===== config.mk =====
export PLATFORM = sky130hd
export DESIGN_NAME = phase_seq_flat
export DESIGN_NICKNAME = d
export VERILOG_FILES = /design/src/rtl/phase_seq_if.sv /design/src/rtl/phase_seq.sv /design/src/flat_wrapper.sv
export SDC_FILE = /design/constraint.sdc
export NUM_CORES = 1
export LEC_CHECK = 0
export ABC_AREA = 1
export CELL_PAD_IN_SITES_DETAIL_PLACEMENT = 0
export CELL_PAD_IN_SITES_GLOBAL_PLACEMENT = 1
export CORE_MARGIN = 2
export CORE_UTILIZATION = 33
export CTS_CLUSTER_SIZE = 10
export DETAILED_ROUTE_END_ITERATION = 10
export GPL_TIMING_DRIVEN = 0
export PLACE_DENSITY_LB_ADDON = 0.1
export SKIP_LAST_GASP = 1
export SLEW_MARGIN = 20
export SYNTH_ARGS = -nofsm -noshare
export SYNTH_HDL_FRONTEND = slang
export SYNTH_SLANG_ARGS = --single-unit

===== constraint.sdc =====
create_clock -name clk -period 1.4 [get_ports clk]
set_input_delay 0.28 -clock clk [delete_from_list [all_inputs] [get_ports clk]]
set_output_delay 0.28 -clock clk [all_outputs]
set_load 0.05 [all_outputs]

===== src/rtl/phase_seq_if.sv =====
// phase_seq bus: run/opcode/flag inputs and the phase,
// memory request and retire-count outputs of the sequencer.
interface phase_seq_if;
    logic        run;
    logic [5:0]  op;
    logic        zero;
    logic        neg;
    logic        mem_ready;
    logic [4:0]  phase;
    logic        ct_taken;
    logic        mem_req;
    logic        halted;
    logic [15:0] retired;

    modport master (
        output run, op, zero, neg, mem_ready,
        input  phase, ct_taken, mem_req, halted, retired
    );

    modport slave (
        input  run, op, zero, neg, mem_ready,
        output phase, ct_taken, mem_req, halted, retired
    );
endinterface


===== src/rtl/phase_seq.sv =====
// Instruction phase sequencer: F/R/X/M/W one-hot phases,
// memory wait states, branch resolution and retire counter.
module phase_seq (
    input  logic        clk,
    input  logic        rst_n,
    phase_seq_if.slave  bus
);

    localparam logic [5:0] OP_HLT = 6'b111111;
    localparam logic [5:0] OP_LD  = 6'b010000;
    localparam logic [5:0] OP_ST  = 6'b010001;
    localparam logic [5:0] OP_JMP = 6'b100000;
    localparam logic [5:0] OP_BZ  = 6'b100001;
    localparam logic [5:0] OP_BN  = 6'b100010;

    typedef enum logic [2:0] {
        S_IDLE,
        S_F,
        S_R,
        S_X,
        S_M,
        S_W,
        S_HALT
    } state_t;

    state_t      state;
    state_t      nxt;
    logic        zf_q;
    logic        nf_q;
    logic        ct_q;
    logic        ct_sel;
    logic        is_mem;
    logic [15:0] ret_q;

    assign is_mem = (bus.op == OP_LD) || (bus.op == OP_ST);

    // branch outcome from the opcode and the flags saved in X
    always_comb begin
        ct_sel = 1'b0;
        if (bus.op == OP_JMP)
            ct_sel = 1'b1;
        else if (bus.op == OP_BZ)
            ct_sel = zf_q;
        else if (bus.op == OP_BN)
            ct_sel = nf_q;
    end

    // state register
    always_ff @(posedge clk or negedge rst_n) begin
        if (!rst_n)
            state <= S_IDLE;
        else
            state <= nxt;
    end

    // next-state logic
    always_comb begin
        nxt = state;
        unique case (state)
            S_IDLE: nxt = bus.run ? S_F : S_IDLE;
            S_F:    nxt = S_R;
            S_R:    nxt = bus.mem_ready ? S_X : S_R;
            S_X:    nxt = (bus.op == OP_HLT) ? S_HALT : S_M;
            S_M: begin
                if (!is_mem || bus.mem_ready)
                    nxt = S_W;
            end
            S_W:    nxt = bus.run ? S_F : S_IDLE;
            S_HALT: nxt = S_HALT;
            default: nxt = S_IDLE;
        endcase
    end

    // Moore outputs decoded from the current state
    always_comb begin
        bus.phase   = 5'b00000;
        bus.mem_req = 1'b0;
        bus.halted  = 1'b0;
        unique case (state)
            S_F:    bus.phase = 5'b00001;
            S_R: begin
                bus.phase   = 5'b00010;
                bus.mem_req = 1'b1;
            end
            S_X:    bus.phase = 5'b00100;
            S_M: begin
                bus.phase   = 5'b01000;
                bus.mem_req = is_mem;
            end
            S_W:    bus.phase = 5'b10000;
            S_HALT: bus.halted = 1'b1;
            default: bus.phase = 5'b00000;
        endcase
    end

    // capture ALU flags as X hands over to M
    always_ff @(posedge clk or negedge rst_n) begin
        if (!rst_n) begin
            zf_q <= 1'b0;
            nf_q <= 1'b0;
        end else if (state == S_X && nxt == S_M) begin
            zf_q <= bus.zero;
            nf_q <= bus.neg;
        end
    end

    // ct_taken is loaded on W entry and cleared on every other edge
    always_ff @(posedge clk or negedge rst_n) begin
        if (!rst_n)
            ct_q <= 1'b0;
        else if (state == S_M && nxt == S_W)
            ct_q <= ct_sel;
        else
            ct_q <= 1'b0;
    end

    // count instructions as they leave W (wraps naturally)
    always_ff @(posedge clk or negedge rst_n) begin
        if (!rst_n)
            ret_q <= 16'h0000;
        else if (state == S_W)
            ret_q <= ret_q + 16'h0001;
    end

    assign bus.ct_taken = ct_q;
    assign bus.retired  = ret_q;

endmodule


===== src/flat_wrapper.sv =====
// flat-port wrapper written by rule: the top's interface ports become plain ports
module phase_seq_flat 
  (clk, rst_n, bus_run, bus_op, bus_zero, bus_neg, bus_mem_ready, bus_phase, bus_ct_taken, bus_mem_req, bus_halted, bus_retired);
  phase_seq_if bus_i ();
  input  logic clk;
  input  logic rst_n;
  input wire logic [$bits(bus_i.run)-1:0] bus_run;
  input wire logic [$bits(bus_i.op)-1:0] bus_op;
  input wire logic [$bits(bus_i.zero)-1:0] bus_zero;
  input wire logic [$bits(bus_i.neg)-1:0] bus_neg;
  input wire logic [$bits(bus_i.mem_ready)-1:0] bus_mem_ready;
  output wire logic [$bits(bus_i.phase)-1:0] bus_phase;
  output wire logic [$bits(bus_i.ct_taken)-1:0] bus_ct_taken;
  output wire logic [$bits(bus_i.mem_req)-1:0] bus_mem_req;
  output wire logic [$bits(bus_i.halted)-1:0] bus_halted;
  output wire logic [$bits(bus_i.retired)-1:0] bus_retired;
  assign bus_i.run = bus_run;
  assign bus_i.op = bus_op;
  assign bus_i.zero = bus_zero;
  assign bus_i.neg = bus_neg;
  assign bus_i.mem_ready = bus_mem_ready;
  assign bus_phase = bus_i.phase;
  assign bus_ct_taken = bus_i.ct_taken;
  assign bus_mem_req = bus_i.mem_req;
  assign bus_halted = bus_i.halted;
  assign bus_retired = bus_i.retired;
  phase_seq u_core (.clk(clk), .rst_n(rst_n), .bus(bus_i));
endmodule

; Word-level counts from Yosys, hierarchy flattened
; Index checks and enable logic that the tools add are counted.
[totals]
output_inout_bits = 24
wordCells = 39
ff_bits = 22
in_bits = 12
[op_classes]
add_sub_neg = 1
mux = 12
reduce_logical = 7
eq_ne = 14
[op_table]
columns = operator, count
row1 = $pmux W5 S5, 1
row2 = $eq A6 B6 Y1 const B, 4
row3 = $pmux W3 S6, 1
row4 = $add A16 B1 Y16 const B, 1
row5 = $eq A3 B3 Y1 const B, 5
row6 = $eq A6 B5 Y1 const B, 2
row7 = $mux W1, 7
row8 = $eq A3 B2 Y1 const B, 2
row9 = $eq A3 B1 Y1 const B, 1
row10 = $logic_not A3 Y1, 1
row11 = $mux W3, 1
row12 = $logic_and A1 B1 Y1, 2
row13 = $logic_or A1 B1 Y1, 2
row14 = $mux W2, 1
row15 = $pmux W1 S2, 1
row16 = $reduce_or A2 Y1, 1
row17 = $logic_not A1 Y1, 1

; Logic depth before layout (Yosys ltp)
[logic_depth]
word_depth = 9
ltp_mapped = 8
depth_no_buf = 8

; Worst setup path before layout
; Ideal clock, no wire load.
[synth_path]
path_kind = register to output
from = reg u_core.state[0]
to = out bus_mem_req
t_required_ns = 1.120
setup_slack_ns = -0.816
stages_incl_launch_ff = 6
arrival_time_ns = 1.936
path_buffers = 0
cell_sequence = dfrtp_1 > inv_1 > nand2_1 > nor2_2 > inv_1 > o22ai_1
[synth_between]
elab_chain_cells = 2
word_cells_on_any_way = 3
cone_classes = 2 x eq/ne / 1 x mux
[synth_lines]
columns = element, line_no
row1 = from (decl), phase_seq.sv:26  ; state_t state;
row2 = from (signal assigned), phase_seq.sv:53  ; state <= nxt;
row3 = $eq A3 B3 Y1 / $eq A3 B2 Y1 (equally long branches), phase_seq.sv:79  ; unique case (state)
row4 = $pmux W1 S2 *, phase_seq.sv:79
row5 = to (decl), flat_wrapper.sv:14  ; output wire logic [$bits(bus_i.mem_req)-1:0] bus_mem_req;
; Every way passes the cells marked *; elsewhere a longest branch is shown, timed or not.

; Worst setup path after layout
[layout_path]
from = reg u_core.state[1]
to = out bus_phase[3]
[layout_between]
elab_chain_cells = 2
word_cells_on_any_way = 6
cone_classes = 5 x eq/ne / 1 x mux
[layout_lines]
columns = element, line_no
row1 = "$eq A3 B3 Y1, or another cell as far along", phase_seq.sv:79
row2 = $pmux W5 S5 *, phase_seq.sv:79
row3 = to (decl), flat_wrapper.sv:12  ; output wire logic [$bits(bus_i.phase)-1:0] bus_phase;
; Marked as above.

==> impl_summary.txt <==
----------------------------------------------------
[Run status]
  Outcome ... finished with violations
  Failing checks ... setup timing

[Floorplan]
  Std-Cell Rows ... 22
  Total die area ... 4400 um^2
  Area of the core region ... 3690 um^2
  Overall die width ... 66.3 um
  Effective utilization at floorplan ... 0.347
  Height of the chip ... 66.3 um
  Number of ports placed on the die boundary ... 36

[Critical path]
  CP Launch Type ... flip-flop
  Critical Path Sink Type ... output port
  Crit path max fanout ... 4
  Worst endpoint required time ... 1.12 ns
  Critical path start-end classification ... flip-flop to output port
  Critical path data arrival time ... 1.32 ns

[Power and ir drop]
  Part of the total power dissipated in sequential elements ... 0.286
  Power per unit of standard cell area ... 1530 nW/um^2
  Overall power after layout ... 3160 uW
  Switching share of power ... 0.420
  Net switching power ... 1330 uW
  Power share of the combinational group ... 0.524
  Internal power consumption ... 1830 uW
  Static leakage power ... 0.000974 uW
  Peak supply drop ... 1.08 mV
  Clk pwr share ... 0.189

[STA]
  Final Cycle Share ... 1.14
  Worst Skew ... 0.00480 ns
  Final number of setup-violating endpoints ... 7
  Setup TNS ... -0.966 ns
  Fmax ... 0.626 GHz
  RSZ-0062 raised after global routing ... yes
  Worst Slack Setup Final ... -0.198 ns
  Final critical path time including I/O delays and setup ... 1.60 ns
  Worst slew slack as a fraction of its limit ... 0.653
  Final hold viol count ... 0
  Final Max Slew Viols ... 0
  Tightest Pin Transition ... 0.520 ns

[Synth]
  Share of async-settable or async-resettable flops after synthesis ... 1.00
  Main area contributors after synthesis ... sky130_fd_sc_hd__dfrtp_1 43%, sky130_fd_sc_hd__nand2_1 17%, sky130_fd_sc_hd__nor2_1 7.0%
  Number of storage elements in the synthesis netlist ... 22
  Area share of the largest cell type after synthesis ... 0.430
  Sequential element share of the synthesized area ... 0.430
  Count of flip-flops with a built-in enable after synthesis ... 0
  Most used flip-flop cell after synthesis ... sky130_fd_sc_hd__dfrtp_1
  Post-Syn Nets ... 184
  Top post-synthesis cells by count ... 58 x sky130_fd_sc_hd__nand2_1, 24 x sky130_fd_sc_hd__nor2_1, 22 x sky130_fd_sc_hd__dfrtp_1
  Count of cell types in the netlist ... 22
  Combined area of all synthesized cells ... 1280 um^2
  Total number of yosys warnings ... 0
  Largest area contributor in the synthesized netlist ... sky130_fd_sc_hd__dfrtp_1
  Mean Syn Cell Area ... 7.49 um^2
  Post-synthesis cell count ... 171
  Top-count cell post-synth ... sky130_fd_sc_hd__nand2_1

[GRT]
  Gr ovfl total ... 0
  Global-route wire length before repair ... 5950 um
  Total routing resource utilization after global routing ... 0.179
  Via count of the first global-routing pass ... 1341
  Number of antenna violations at the first check in global routing ... 0
  Maximum number of pins on one net before global-route repair ... 23

[Clocking]
  CTS buffer count ... 3
  Clk root buf ... sky130_fd_sc_hd__clkbuf_8
  Maximum clock path buffer count ... 2
  Clock latency on the worst-skew pair ... 0.26 ns
  CTS clock-pin slew for the worst setup and hold paths ... 0.08 ns
  Number of H-tree levels ... 1
  TritonCTS clock tree ... built
  Total clock sinks ... 22

[Layout]
  Area grow syn2layout ... 60.9%
  Nets@finish ... 247
  Ratio of cells with drive above 1 in the final layout ... 0.391
  Antenna Diode Count ... 0

[Place]
  GPL Wtd Cong ... 0.779
  HPWL Detailed ... 2330 um
  IO Port Bufs ... 35

[Job]
  Number of violations of the max-capacitance limit ... 0

[Drt]
  Pre-antenna DRT Iters ... 4
  Post-route antenna net violation count ... 0
  Vias per cell ... 4.67
  DRC violation count after routing ... 0
  Overall routed net length ... 3450 um
  Final routed wire length divided by cell count ... 12.3 um
  Overall via count from detail_route ... 1312
  1st-iter DRT viols ... 35

[Min path]
  Min-delay worst type ... input pin to flip-flop

----------------------------------------------------
-- final timing paths --
path	slack (ns)	end	cells after the start	start
hold reg to reg	0.50	u_core.zf_q$_DFFE_PN0P_	2	u_core.zf_q$_DFFE_PN0P_
hold / removal	0.46	u_core.bus.ct_taken$_DFF_PN0_	4	bus_op[4]
min in group asynchronous	0.51	u_core.bus.retired[10]$_DFFE_PN0N_	2	rst_n
setup reg to reg	0	u_core.bus.retired[10]$_DFFE_PN0N_	8	u_core.state[2]$_DFF_PN0_
max in group asynchronous	0.50	u_core.state[0]$_DFF_PN0_	2	rst_n
setup / recovery	-0.20	bus_phase[3]	5	u_core.state[1]$_DFF_PN0_
-- power by group through the flow --
stage                     clock network, uW  registers (uW)  logic (uW)
after global placement                    0             909        1190
final                                   598             904        1660
after CTS                               617             898        1520
after detailed placement                  0             915        1200
after floorplan                           0            1040         692
after global routing                    651             930        1760
-- cell type report --
type	instances	area, um^2
multi-input combinational	126	712
tap	48	60.1
buffer	1	11.3
fill	378	1630
sequential	22	566
clock inverter	1	30.0
timing repair buffer	58	552
inverter	22	90.1
clock buffer	3	41.3
-- metal layers --
metal / global-route usage / up-vias / part of all wire
met3: 0.0358 / 8 / 0.037
met5: 0 / - / 0
met4: 0.0740 / 0 / 0.019
li1: - / 661 / -
met2: 0.323 / 35 / 0.53
met1: 0.203 / 608 / 0.41
-- critical path, cell delays in order (launching register included) --
cell                      delay, ns
sky130_fd_sc_hd__dfrtp_2       0.45
sky130_fd_sc_hd__buf_6         0.13
sky130_fd_sc_hd__nor2_4        0.12
sky130_fd_sc_hd__buf_4         0.13
sky130_fd_sc_hd__buf_6         0.09
sky130_fd_sc_hd__buf_8         0.13
-- placed cells by master (no fill, tap or decap), drive strengths merged, types with 5 or more instances in the layout --
cell and n:
clkdlybuf4s15 12, nor2 29, dfrtp 22, buf 33, o21ai 9, inv 22
nand4 5, xor2 6, nand3 9, nand2 58, clkdlybuf4s50 7
-- sequential cells by signal (all words and copies together), names as in the netlist --
register,count
u_core.zf_q,1
u_core.state,3
u_core.bus.retired,16
u_core.nf_q,1
u_core.bus.ct_taken,1
-- timing repair --
action | in CTS | in global routing
cloned | 0 | 0
hold buffers | 0 | 1
endpoints found under the hold margin | 0 | 9
gates resized for setup | 119 | 17
setup endpoints to repair | 24 | 19
pin swaps | 7 | 6
setup buffers | 17 | 5
-- kinds of logic (layout without fill, tap and decap cells) --
kind of cell | after synthesis | after routing | synth area share
AND/OR/NAND/NOR | 104 | 104 | 0.379
adder cells (fa/ha/maj) | 1 | 1 | 0.00976
AO/OA/AOI/OAI | 13 | 13 | 0.0566
XOR/XNOR | 8 | 8 | 0.0547
buffers and inverters | 23 | 85 | 0.0703
flip-flops | 22 | 22 | 0.430
-- per-stage QoR --
step / instances / utilization / setup slack, ns / hold slack [ns] / cell area (um^2)
2_1_floorplan: 171 / - / -0.246 / -0.0156 / 1340
3_3_place_gp: 254 / 0.473 / -0.917 / 0.466 / 1750
3_5_place_dp: 254 / 0.473 / -0.926 / 0.480 / 1750
4_1_cts: 275 / 0.543 / -0.192 / 0.458 / 2000
5_1_grt: 281 / 0.559 / -0.269 / 0.505 / 2060
6_report: 281 / 0.559 / -0.198 / 0.464 / 2060
Power figures use the tool's default switching activity.
